File: config.mk
export PLATFORM = sky130hd
export DESIGN_NAME = mmio_responder
export DESIGN_NICKNAME = d
export VERILOG_FILES = /design/src/rtl/mmio_pkg.sv /design/src/rtl/io_sync_fifo.sv /design/src/rtl/mmio_responder.sv
export SDC_FILE = /design/constraint.sdc
export NUM_CORES = 1
export LEC_CHECK = 0
export BUFFER_PORTS_ARGS = -buffer_cell sky130_fd_sc_hd__buf_2
export CAP_MARGIN = 20
export CORE_MARGIN = 5
export CORE_UTILIZATION = 55
export DETAILED_ROUTE_END_ITERATION = 8
export GPL_ROUTABILITY_DRIVEN = 0
export GPL_TIMING_DRIVEN = 1
export PLACE_DENSITY = 0.77
export SYNTH_ARGS = -nofsm -noshare
export SYNTH_HDL_FRONTEND = slang
export SYNTH_HIERARCHICAL = 1
export SYNTH_SLANG_ARGS = --single-unit
File: constraint.sdc
create_clock -name clock -period 9.69 [get_ports clock]
set_clock_uncertainty 0.05 [all_clocks]
set_input_delay 2.907 -clock clock [delete_from_list [all_inputs] [get_ports clock]]
set_output_delay 2.907 -clock clock [all_outputs]
set_load 0.02 [all_outputs]
File: src/rtl/mmio_pkg.sv
// ============================================================================
// Module   : mmio_pkg
// Purpose  : Register offsets and field positions of the MMIO register window.
// Revision : 1.0 - initial release
// ============================================================================
`default_nettype none

package mmio_pkg;

    localparam logic [11:0] OFF_BTN_DATA    = 12'd0;
    localparam logic [11:0] OFF_BTN_STATUS  = 12'd1;
    localparam logic [11:0] OFF_TICK_PERIOD = 12'd2;
    localparam logic [11:0] OFF_TICK_FLAG   = 12'd3;
    localparam logic [11:0] OFF_SCORE       = 12'd4;

    localparam int VALID_BIT = 8;
    localparam int OVF_BIT   = 8;

endpackage

`default_nettype wire

File: src/rtl/io_sync_fifo.sv
// ============================================================================
// Module   : io_sync_fifo
// Purpose  : Synchronous circular FIFO with extra-MSB pointers; a push is
//            accepted while full when a pop happens on the same edge.
// Revision : 1.0 - initial release
// ============================================================================
`default_nettype none

module io_sync_fifo #(
    parameter int DEPTH = 8,
    parameter int WIDTH = 4
) (
    input  logic                     clk,
    input  logic                     rst,
    input  logic                     i_push,
    input  logic                     i_pop,
    input  logic [WIDTH-1:0]         i_din,
    output logic [WIDTH-1:0]         o_dout,
    output logic                     o_full,
    output logic                     o_empty,
    output logic [$clog2(DEPTH):0]   o_count
);

    localparam int AW = $clog2(DEPTH);
    localparam int PW = AW + 1;

    logic [PW-1:0]    r_wr_q;
    logic [PW-1:0]    r_rd_q;
    logic [PW-1:0]    w_wr_d;
    logic [PW-1:0]    w_rd_d;
    logic [WIDTH-1:0] r_mem_q [DEPTH];
    logic             w_do_push;
    logic             w_do_pop;

    assign o_empty = (r_wr_q == r_rd_q);
    assign o_full  = (r_wr_q[AW] != r_rd_q[AW]) && (r_wr_q[AW-1:0] == r_rd_q[AW-1:0]);
    assign o_count = r_wr_q - r_rd_q;
    assign o_dout  = r_mem_q[r_rd_q[AW-1:0]];

    // A full FIFO still accepts a push when the head leaves on the same edge.
    assign w_do_pop  = i_pop && !o_empty;
    assign w_do_push = i_push && (!o_full || w_do_pop);

    always_comb begin
        w_wr_d = r_wr_q + PW'(w_do_push);
        w_rd_d = r_rd_q + PW'(w_do_pop);
    end

    always_ff @(posedge clk) begin
        if (rst) begin
            r_wr_q <= '0;
            r_rd_q <= '0;
        end else begin
            r_wr_q <= w_wr_d;
            r_rd_q <= w_rd_d;
        end
    end

    always_ff @(posedge clk) begin
        if (w_do_push) begin
            r_mem_q[r_wr_q[AW-1:0]] <= i_din;
        end
    end

endmodule

`default_nettype wire

File: src/rtl/mmio_responder.sv
// ============================================================================
// Module   : mmio_responder
// Purpose  : Data-memory-port responder for the button FIFO, game-tick timer
//            and score register window; read data has one cycle of latency.
// Revision : 1.0 - initial release
// ============================================================================
`default_nettype none

module mmio_responder
    import mmio_pkg::*;
#(
    parameter logic [11:0] BASE_ADDR  = 12'hF00,
    parameter int          FIFO_DEPTH = 8,
    parameter int          CODE_W     = 4
) (
    input  logic              clock,
    input  logic              reset,
    input  logic [11:0]       address_dmem,
    input  logic [31:0]       data,
    input  logic              wren,
    input  logic              ren,
    output logic [31:0]       q_io,
    output logic              io_hit,
    input  logic              btn_event,
    input  logic [CODE_W-1:0] btn_code,
    output logic [31:0]       score_out,
    output logic              tick_irq
);

    localparam int CW = $clog2(FIFO_DEPTH) + 1;

    logic [11:0]       w_off;
    logic              w_rd_hit;
    logic              w_wr_hit;
    logic              w_pop;
    logic              w_full;
    logic              w_empty;
    logic [CODE_W-1:0] w_head;
    logic [CW-1:0]     w_count;
    logic [31:0]       w_rd_data;
    logic              w_period_wr;
    logic              w_wrap;

    logic [31:0] r_q_io_q,   w_q_io_d;
    logic        r_io_hit_q, w_io_hit_d;
    logic        r_ovf_q,    w_ovf_d;
    logic [31:0] r_period_q, w_period_d;
    logic [31:0] r_cnt_q,    w_cnt_d;
    logic        r_flag_q,   w_flag_d;
    logic [31:0] r_score_q,  w_score_d;

    // Addresses below the base wrap to large offsets and fall outside the window.
    assign w_off    = address_dmem - BASE_ADDR;
    assign w_rd_hit = ren  && (w_off <= OFF_SCORE);
    assign w_wr_hit = wren && (w_off <= OFF_SCORE);
    assign w_pop    = w_rd_hit && (w_off == OFF_BTN_DATA) && !w_empty;

    io_sync_fifo #(
        .DEPTH (FIFO_DEPTH),
        .WIDTH (CODE_W)
    ) u_btn_fifo (
        .clk     (clock),
        .rst     (reset),
        .i_push  (btn_event),
        .i_pop   (w_pop),
        .i_din   (btn_code),
        .o_dout  (w_head),
        .o_full  (w_full),
        .o_empty (w_empty),
        .o_count (w_count)
    );

    always_comb begin
        w_rd_data = '0;
        case (w_off)
            OFF_BTN_DATA: begin
                if (!w_empty) begin
                    w_rd_data[VALID_BIT]    = 1'b1;
                    w_rd_data[CODE_W-1:0]   = w_head;
                end
            end
            OFF_BTN_STATUS: begin
                w_rd_data          = 32'(w_count) & 32'h1F;
                w_rd_data[OVF_BIT] = r_ovf_q;
            end
            OFF_TICK_PERIOD: w_rd_data = r_period_q;
            OFF_TICK_FLAG:   w_rd_data = {31'd0, r_flag_q};
            OFF_SCORE:       w_rd_data = r_score_q;
            default:         w_rd_data = '0;
        endcase
    end

    assign w_period_wr = w_wr_hit && (w_off == OFF_TICK_PERIOD);
    assign w_wrap      = (r_period_q != 32'd0) && (r_cnt_q == r_period_q - 32'd1);

    always_comb begin
        w_q_io_d   = w_rd_hit ? w_rd_data : 32'd0;
        w_io_hit_d = w_rd_hit;

        w_ovf_d = r_ovf_q;
        if (w_wr_hit && (w_off == OFF_BTN_STATUS)) begin
            w_ovf_d = 1'b0;
        end
        if (btn_event && w_full && !w_pop) begin
            w_ovf_d = 1'b1;
        end

        w_period_d = w_period_wr ? data : r_period_q;
        w_score_d  = (w_wr_hit && (w_off == OFF_SCORE)) ? data : r_score_q;

        // A period write restarts the count and suppresses a coincident wrap.
        if (w_period_wr || (r_period_q == 32'd0) || w_wrap) begin
            w_cnt_d = 32'd0;
        end else begin
            w_cnt_d = r_cnt_q + 32'd1;
        end

        w_flag_d = r_flag_q;
        if (w_rd_hit && (w_off == OFF_TICK_FLAG)) begin
            w_flag_d = 1'b0;
        end
        if (w_wrap && !w_period_wr) begin
            w_flag_d = 1'b1;
        end
    end

    always_ff @(posedge clock) begin
        if (reset) begin
            r_q_io_q   <= '0;
            r_io_hit_q <= 1'b0;
            r_ovf_q    <= 1'b0;
            r_period_q <= '0;
            r_cnt_q    <= '0;
            r_flag_q   <= 1'b0;
            r_score_q  <= '0;
        end else begin
            r_q_io_q   <= w_q_io_d;
            r_io_hit_q <= w_io_hit_d;
            r_ovf_q    <= w_ovf_d;
            r_period_q <= w_period_d;
            r_cnt_q    <= w_cnt_d;
            r_flag_q   <= w_flag_d;
            r_score_q  <= w_score_d;
        end
    end

    assign q_io      = r_q_io_q;
    assign io_hit    = r_io_hit_q;
    assign score_out = r_score_q;
    assign tick_irq  = r_flag_q;

endmodule

`default_nettype wire

### Word-level counts from Yosys, hierarchy flattened

Memory sizes are Yosys's and may differ from the RTL's. A register that Yosys moved wholly into a read port is not among the register bits.
Cells that the tools add are included.

* bits in writable memories: 32
* logic and storage cells: 68
* memories kept: 1
* register bits: 139

Memory list
* u_btn_fifo.r_mem_q: depth 8, bits a word 4, read ports 1, clocked after memory_dff 1, wr ports 1, RTL line io_sync_fifo.sv:31 `logic [WIDTH-1:0] r_mem_q [DEPTH];`

* eq/ne operators: 8
* reduce and logical (&&, ||, !) cells: 29
* add/sub/neg operators: 6
* mux-type cells: 13
* $lt $le $gt $ge: 1
* bitwise operators: 1

Operators with widths (count)
* 23-bit case mux with 2 select lines: 1
* 32-bit by 1-bit adder with 32-bit output (second input constant): 1
* 32-bit == test: 1
* 32-bit zero test: 1
* 32-bit nonzero test: 1
* 32-bit by 1-bit subtractor with 32-bit output (second input constant): 1
* 12-bit by 2-bit == test with 1-bit output (second input constant): 2
* 4-bit case mux with 5 select lines: 1
* 1-bit logical AND: 15
* 12-bit by 1-bit == test with 1-bit output (second input constant): 1
* 12-bit by 3-bit == test with 1-bit output (second input constant): 1
* 12-bit by 3-bit less-or-equal comparator with 1-bit output (second input constant): 1
* 12-bit zero test: 1
* 12-bit subtractor (second input constant): 1
* 4-bit by 1-bit adder with 4-bit output: 2
* 4-bit case mux with 2 select lines: 1
* 1-bit 2-to-1 mux: 7
* 4-bit == test: 1
* 1-bit zero test: 4
* 4-bit 2-to-1 mux: 1
* 1-bit case mux with 4 select lines: 1
* 2-bit nonzero test: 2
* 2-bit OR reduction: 2
* 4-bit subtractor: 1
* 5 further kinds: 7

### Depth between registers and ports, before layout

* word-level depth: 10
* depth in mapped cells: 13
* depth with buffers taken out: 12

### Cells and area by module

Netlist, hierarchy kept.

By module, submodules not included
* mmio_responder: times used 1, seq. area each 2622.5 um^2, cells an instance 764, area each 6384.9 um^2
* io_sync_fifo: times used 1, seq. area each 1121.1 um^2, cells an instance 115, area each 1775.5 um^2

### Worst setup path after synthesis

OpenSTA, ideal clock, no wires.

* path type: input -> register
* from: input port address_dmem[3]
* to: memory u_btn_fifo.r_mem_q[4][0], enable pin
* setup time: 0.379 ns
* stages on the path: 8
* arrival time: 5.509 ns
* slack: 3.752 ns
* path buffers: 0
* data required time: 9.261 ns
* path through: or3_1 or4_1 or2_1 nor4_1 inv_1 nor2_1 nor3_4 nor4b_1

* longest elaborated chain between the ends: 10
* elaborated cells between the ends (all ways): 11
* classes of those cells: add/sub (1); order compare (1); mux (2); reduce/logical (7)

Ends and longest elaborated chain
* start, declared: RTL line mmio_responder.sv:18 `input logic [11:0] address_dmem,`
* 12-bit subtractor *: RTL line mmio_responder.sv:53 `assign w_off = address_dmem - BASE_ADDR;`
* 12-bit by 3-bit less-or-equal comparator with 1-bit output: RTL line mmio_responder.sv:54 `assign w_rd_hit = ren && (w_off <= OFF_SCORE);`
* 1-bit logical AND: RTL line mmio_responder.sv:54
* 1-bit logical AND * (2 in series): RTL line mmio_responder.sv:56 `assign w_pop = w_rd_hit && (w_off == OFF_BTN_DATA) && !w_empty;`
* via w_pop: RTL line mmio_responder.sv:35 `logic w_pop;`
* 1-bit logical AND *: RTL line io_sync_fifo.sv:41 `assign w_do_pop = i_pop && !o_empty;`
* 1-bit logical OR *: RTL line io_sync_fifo.sv:42 `assign w_do_push = i_push && (!o_full || w_do_pop);`
* 1-bit logical AND *: RTL line io_sync_fifo.sv:42
* 1-bit 2-to-1 mux *: RTL line io_sync_fifo.sv:60 `if (w_do_push) begin`
* 1-bit 2-to-1 mux (implied by the code) *: RTL line io_sync_fifo.sv:61 `r_mem_q[r_wr_q[AW-1:0]] <= i_din;`
* end, declared: RTL line io_sync_fifo.sv:31

The timed path passes the listed nets; every way through them passes the cells marked *.

### Worst setup path in the final report

* from: input port address_dmem[3]
* to: memory u_btn_fifo.r_mem_q[6][2], enable pin

Same word-level chain as after synthesis.

==> summary.md <==
| Metric | Value |
|---|---|
| Largest fanout on the critical path | 9 |
| Gr busiest metal | met2 |
| Largest net degree at the start of global routing | 77 |
| Clock slew at reported path FFs | 70 ps |
| CTS resizes | 0 |
| Ys Warns | 6 |
| DRT iter0 DRCs | 541 |
| Num rows | 44 |
| Critical Path RT | 9700 ps |
| Crit path DAT | 6210 ps |
| Postcts setup bufs | 0 |
| Hold Violations, Final | 0 |
| Die X | 132 um |
| Vias | approximately 6800 |
| WHS | 411 ps |
| Hpwl dp | 14500 um |
| Critical Path End Type | register |
| Max-cap check violation count | 0 |
| Class of the worst hold path | reg2reg |
| Sequential area share after synthesis | 0.459 |
| Top delay family on crit path | simple AND/OR/NAND/NOR gates |
| Post-synth EDFFs | 32 |
| Crit path buffers/inverters | 2 |
| # DRC | 0 |
| Clk sinks | about 170 |
| Fin crit period | a little over 6000 ps |
| I/O pin count | 119 |
| Number of synthesized register bits | 171 |
| Met1 usage | 0.316 |
| First-pass GRT wire length | 32500 um |
| Number of fill cells in the layout | 1223 |
| Die area | 0.0174 mm^2 |
| Final Net Count | 1029 |
| Max VDD drop | 184 uV |
| Pwr per Cell Area | 152 mW/mm^2 |
| Post-route ant nets | 0 |
| Initial core utilization | 0.561 |
| Outcome | finished clean |
| Final WL | just over 20000 um |
| Slew @ Worst Pin | 1020 ps |
| Synth async-reset ratio | 0 |
| Netlist Area Pre-Place | 0.00816 mm^2 |
| Largest stage delay on the critical path | 790 ps |
| Leak pwr | 3.42 nW |
| Worst setup SP type | primary input |
| Vias in the first global route | approximately 6300 |
| Grt ovf | 0 |
| Slew Viols, Final | 0 |
| Setup CP Type | in2reg |
| Vert. Die Dim | 132 um |
| Initial antenna violation count | 0 |
| Core area | 0.0145 mm^2 |
| Crit-path cells | buf_2, or3_1, or4_1, or2_1, nor4_1, inv_1, nor2_1, nor3_4, nor4b_1 |
| Post-route setup TNS | 0 ps |
| Cts hold-fix bufs | 0 |
| First-pass iteration count of the detailed router | 5 |
| All-Layer GR Usage | 0.228 |
| Cells after Synth | 879 |
| Grt met2 use | 0.350 |
| H-tree levels | 4 |
| Proportion of layout cells with a drive suffix above 1 | 0.209 |
| RSZ-0062 raised after global routing | false |
| Ys flop type | dfxtp_1 |
| Input/output buffers | 118 |
| Clock root cell | clkbuf_16 |
| TritonCTS Buffers | 17 |
| Final Cycle Share | 0.639 |
| Clock buffer depth | 2 |
| Area grow syn2layout | 14.3% |
| Routed len/inst | about 18 um |
| Syn Nets | 942 |
| Critical path's slowest cell | nor4_1 |
| TritonCTS clock tree | done |
| Slew Limit Headroom | 0.311 |
| Final setup fails | 0 |
| # diodes | 0 |
| Setup slack, reg-to-reg | roughly 6000 ps |
| Max Clock Freq | 161 MHz |
| Detail-routed via count per cell | 5.83 |
| Met3 Use GR | 0.0603 |
| Clk_lat worst skew | 440 ps |
| Mean post-synth cell area | 9.28 um^2 |
| Netlist cell types | 71 |
-- cell type report --
class	count	area, um^2	area share
inverters	13	48.8	0.00523
well taps	184	230	0.0247
multi-input cells	637	4050	0.434
repair buffers	126	691	0.0741
clock inverters	14	131	0.0141
clock buffers	18	430	0.0462
flip-flops and latches	171	3740	0.402
-- cells in the final DEF (no fill, tap or decap), types with 3 or more instances in the layout --
cell,instances
nand2_1,185
dfxtp_1,139
buf_2,118
a21oi_1,71
nor2_1,59
xnor2_1,39
xor2_1,34
nor3_2,32
edfxtp_1,32
a22oi_1,27
nand3_1,25
nor3_1,17
clkbuf_16,17
inv_1,13
nor4_1,13
and3_1,10
ha_1,9
nand4_1,8
nor2b_1,8
mux4_1,8
buf_4,6
and2_1,5
nor3b_1,5
nand3b_1,5
or2_2,4
a31oi_1,4
o21ai_0,4
a222oi_1,4
inv_8,4
inv_6,4
a21o_1,3
nand4b_1,3
o211ai_1,3
nor4b_1,3
-- logic make-up after synthesis --
family / Yosys count / share of synthesized area
and+or+nand+nor: 405 / 0.262
DFF: 171 / 0.459
AOI/OAI and AO/OA: 139 / 0.110
xor gates and xnor gates: 74 / 0.0803
buffers and inverters: 71 / 0.0458
adders and majority gates: 10 / 0.0163
muxes: 9 / 0.0270
-- layer usage --
layer  up-vias  wire length, um  share of wire
met5         -                0              0
met4         0              354          0.017
met3        31             1530          0.075
met2       276             9350           0.46
met1      3214             9180           0.45
li1       3263                -              -
-- path summary, 6_finish.rpt --
check,cells after the start,start,endpoint
setup / recovery,9,address_dmem[3],u_btn_fifo/r_mem_q[6][2]$_DFFE_PP_
hold / removal,2,r_ovf_q$_SDFFE_PP0P_,q_io[8]$_SDFF_PP0_
hold reg to reg,2,r_ovf_q$_SDFFE_PP0P_,q_io[8]$_SDFF_PP0_
setup reg to reg,8,u_btn_fifo/r_rd_q[1]$_SDFF_PP0_,u_btn_fifo/r_mem_q[6][2]$_DFFE_PP_
-- registers in the layout (all words and copies together), names as in the netlist --
| register | cells |
|---|---|
| u_btn_fifo/r_rd_q | 4 |
| io_hit | 1 |
| r_ovf_q | 1 |
| tick_irq | 1 |
| u_btn_fifo/r_wr_q | 4 |
| u_btn_fifo/r_mem_q | 32 |
| r_cnt_q | 32 |
| r_period_q | 32 |
| q_io | 32 |
| score_out | 32 |
-- power by group --
| part | internal, mW | switching (mW) | leakage (nW) |
|---|---|---|---|
| combinational | 0.0146 | 0.0233 | 1.73 |
| sequential | 0.728 | 0.00305 | 1.41 |
| clock | 0.341 | 0.311 | 0.277 |
-- worst min-delay path, cell delays in order, from the launching register on --
cell,delay (ps)
dfxtp_1,310
nand2_1,50
a21oi_1,50
-- cells in the mapped netlist, types with 3 or more instances --
| cell | number | area (um^2) |
|---|---|---|
| nand2_1 | 185 | 694 |
| dfxtp_1 | 139 | 2780 |
| a21oi_1 | 71 | 355 |
| nor2_1 | 59 | 221 |
| xnor2_1 | 39 | 342 |
| clkbuf_1 | 34 | 128 |
| xor2_1 | 34 | 298 |
| edfxtp_1 | 32 | 961 |
| nor3_2 | 32 | 320 |
| a22oi_1 | 27 | 203 |
| nand3_1 | 25 | 125 |
| nor3_1 | 17 | 85.1 |
| buf_2 | 14 | 70.1 |
| inv_1 | 13 | 48.8 |
| nor4_1 | 13 | 81.3 |
| and3_1 | 10 | 62.6 |
| ha_1 | 9 | 113 |
| mux4_1 | 8 | 210 |
| nand4_1 | 8 | 50.1 |
| nor2b_1 | 8 | 50.1 |
| buf_6 | 5 | 56.3 |
| nand3b_1 | 5 | 37.5 |
| nor3b_1 | 5 | 37.5 |
| a222oi_1 | 4 | 40.0 |
| a31oi_1 | 4 | 25.0 |
| and2_1 | 4 | 25.0 |
| o21ai_0 | 4 | 20.0 |
| or2_2 | 4 | 25.0 |
| a21o_1 | 3 | 22.5 |
| buf_12 | 3 | 60.1 |
| nand4b_1 | 3 | 26.3 |
| nor4b_1 | 3 | 26.3 |
| o211ai_1 | 3 | 22.5 |
-- per-stage QoR --
stage,setup slack [ps],total power [mW],instance area [um^2],util,instances
after CTS,3600,1.42,9300,0.640,1162
after global routing,3250,1.46,9320,0.642,1163
after detailed placement,3140,0.784,8730,0.601,1130
after floorplan,3750,0.762,8160,-,879
final,3490,1.42,9320,0.642,1163
after global placement,3320,0.783,8710,0.599,1129
No activity file was read; power rests on OpenSTA's default activity.
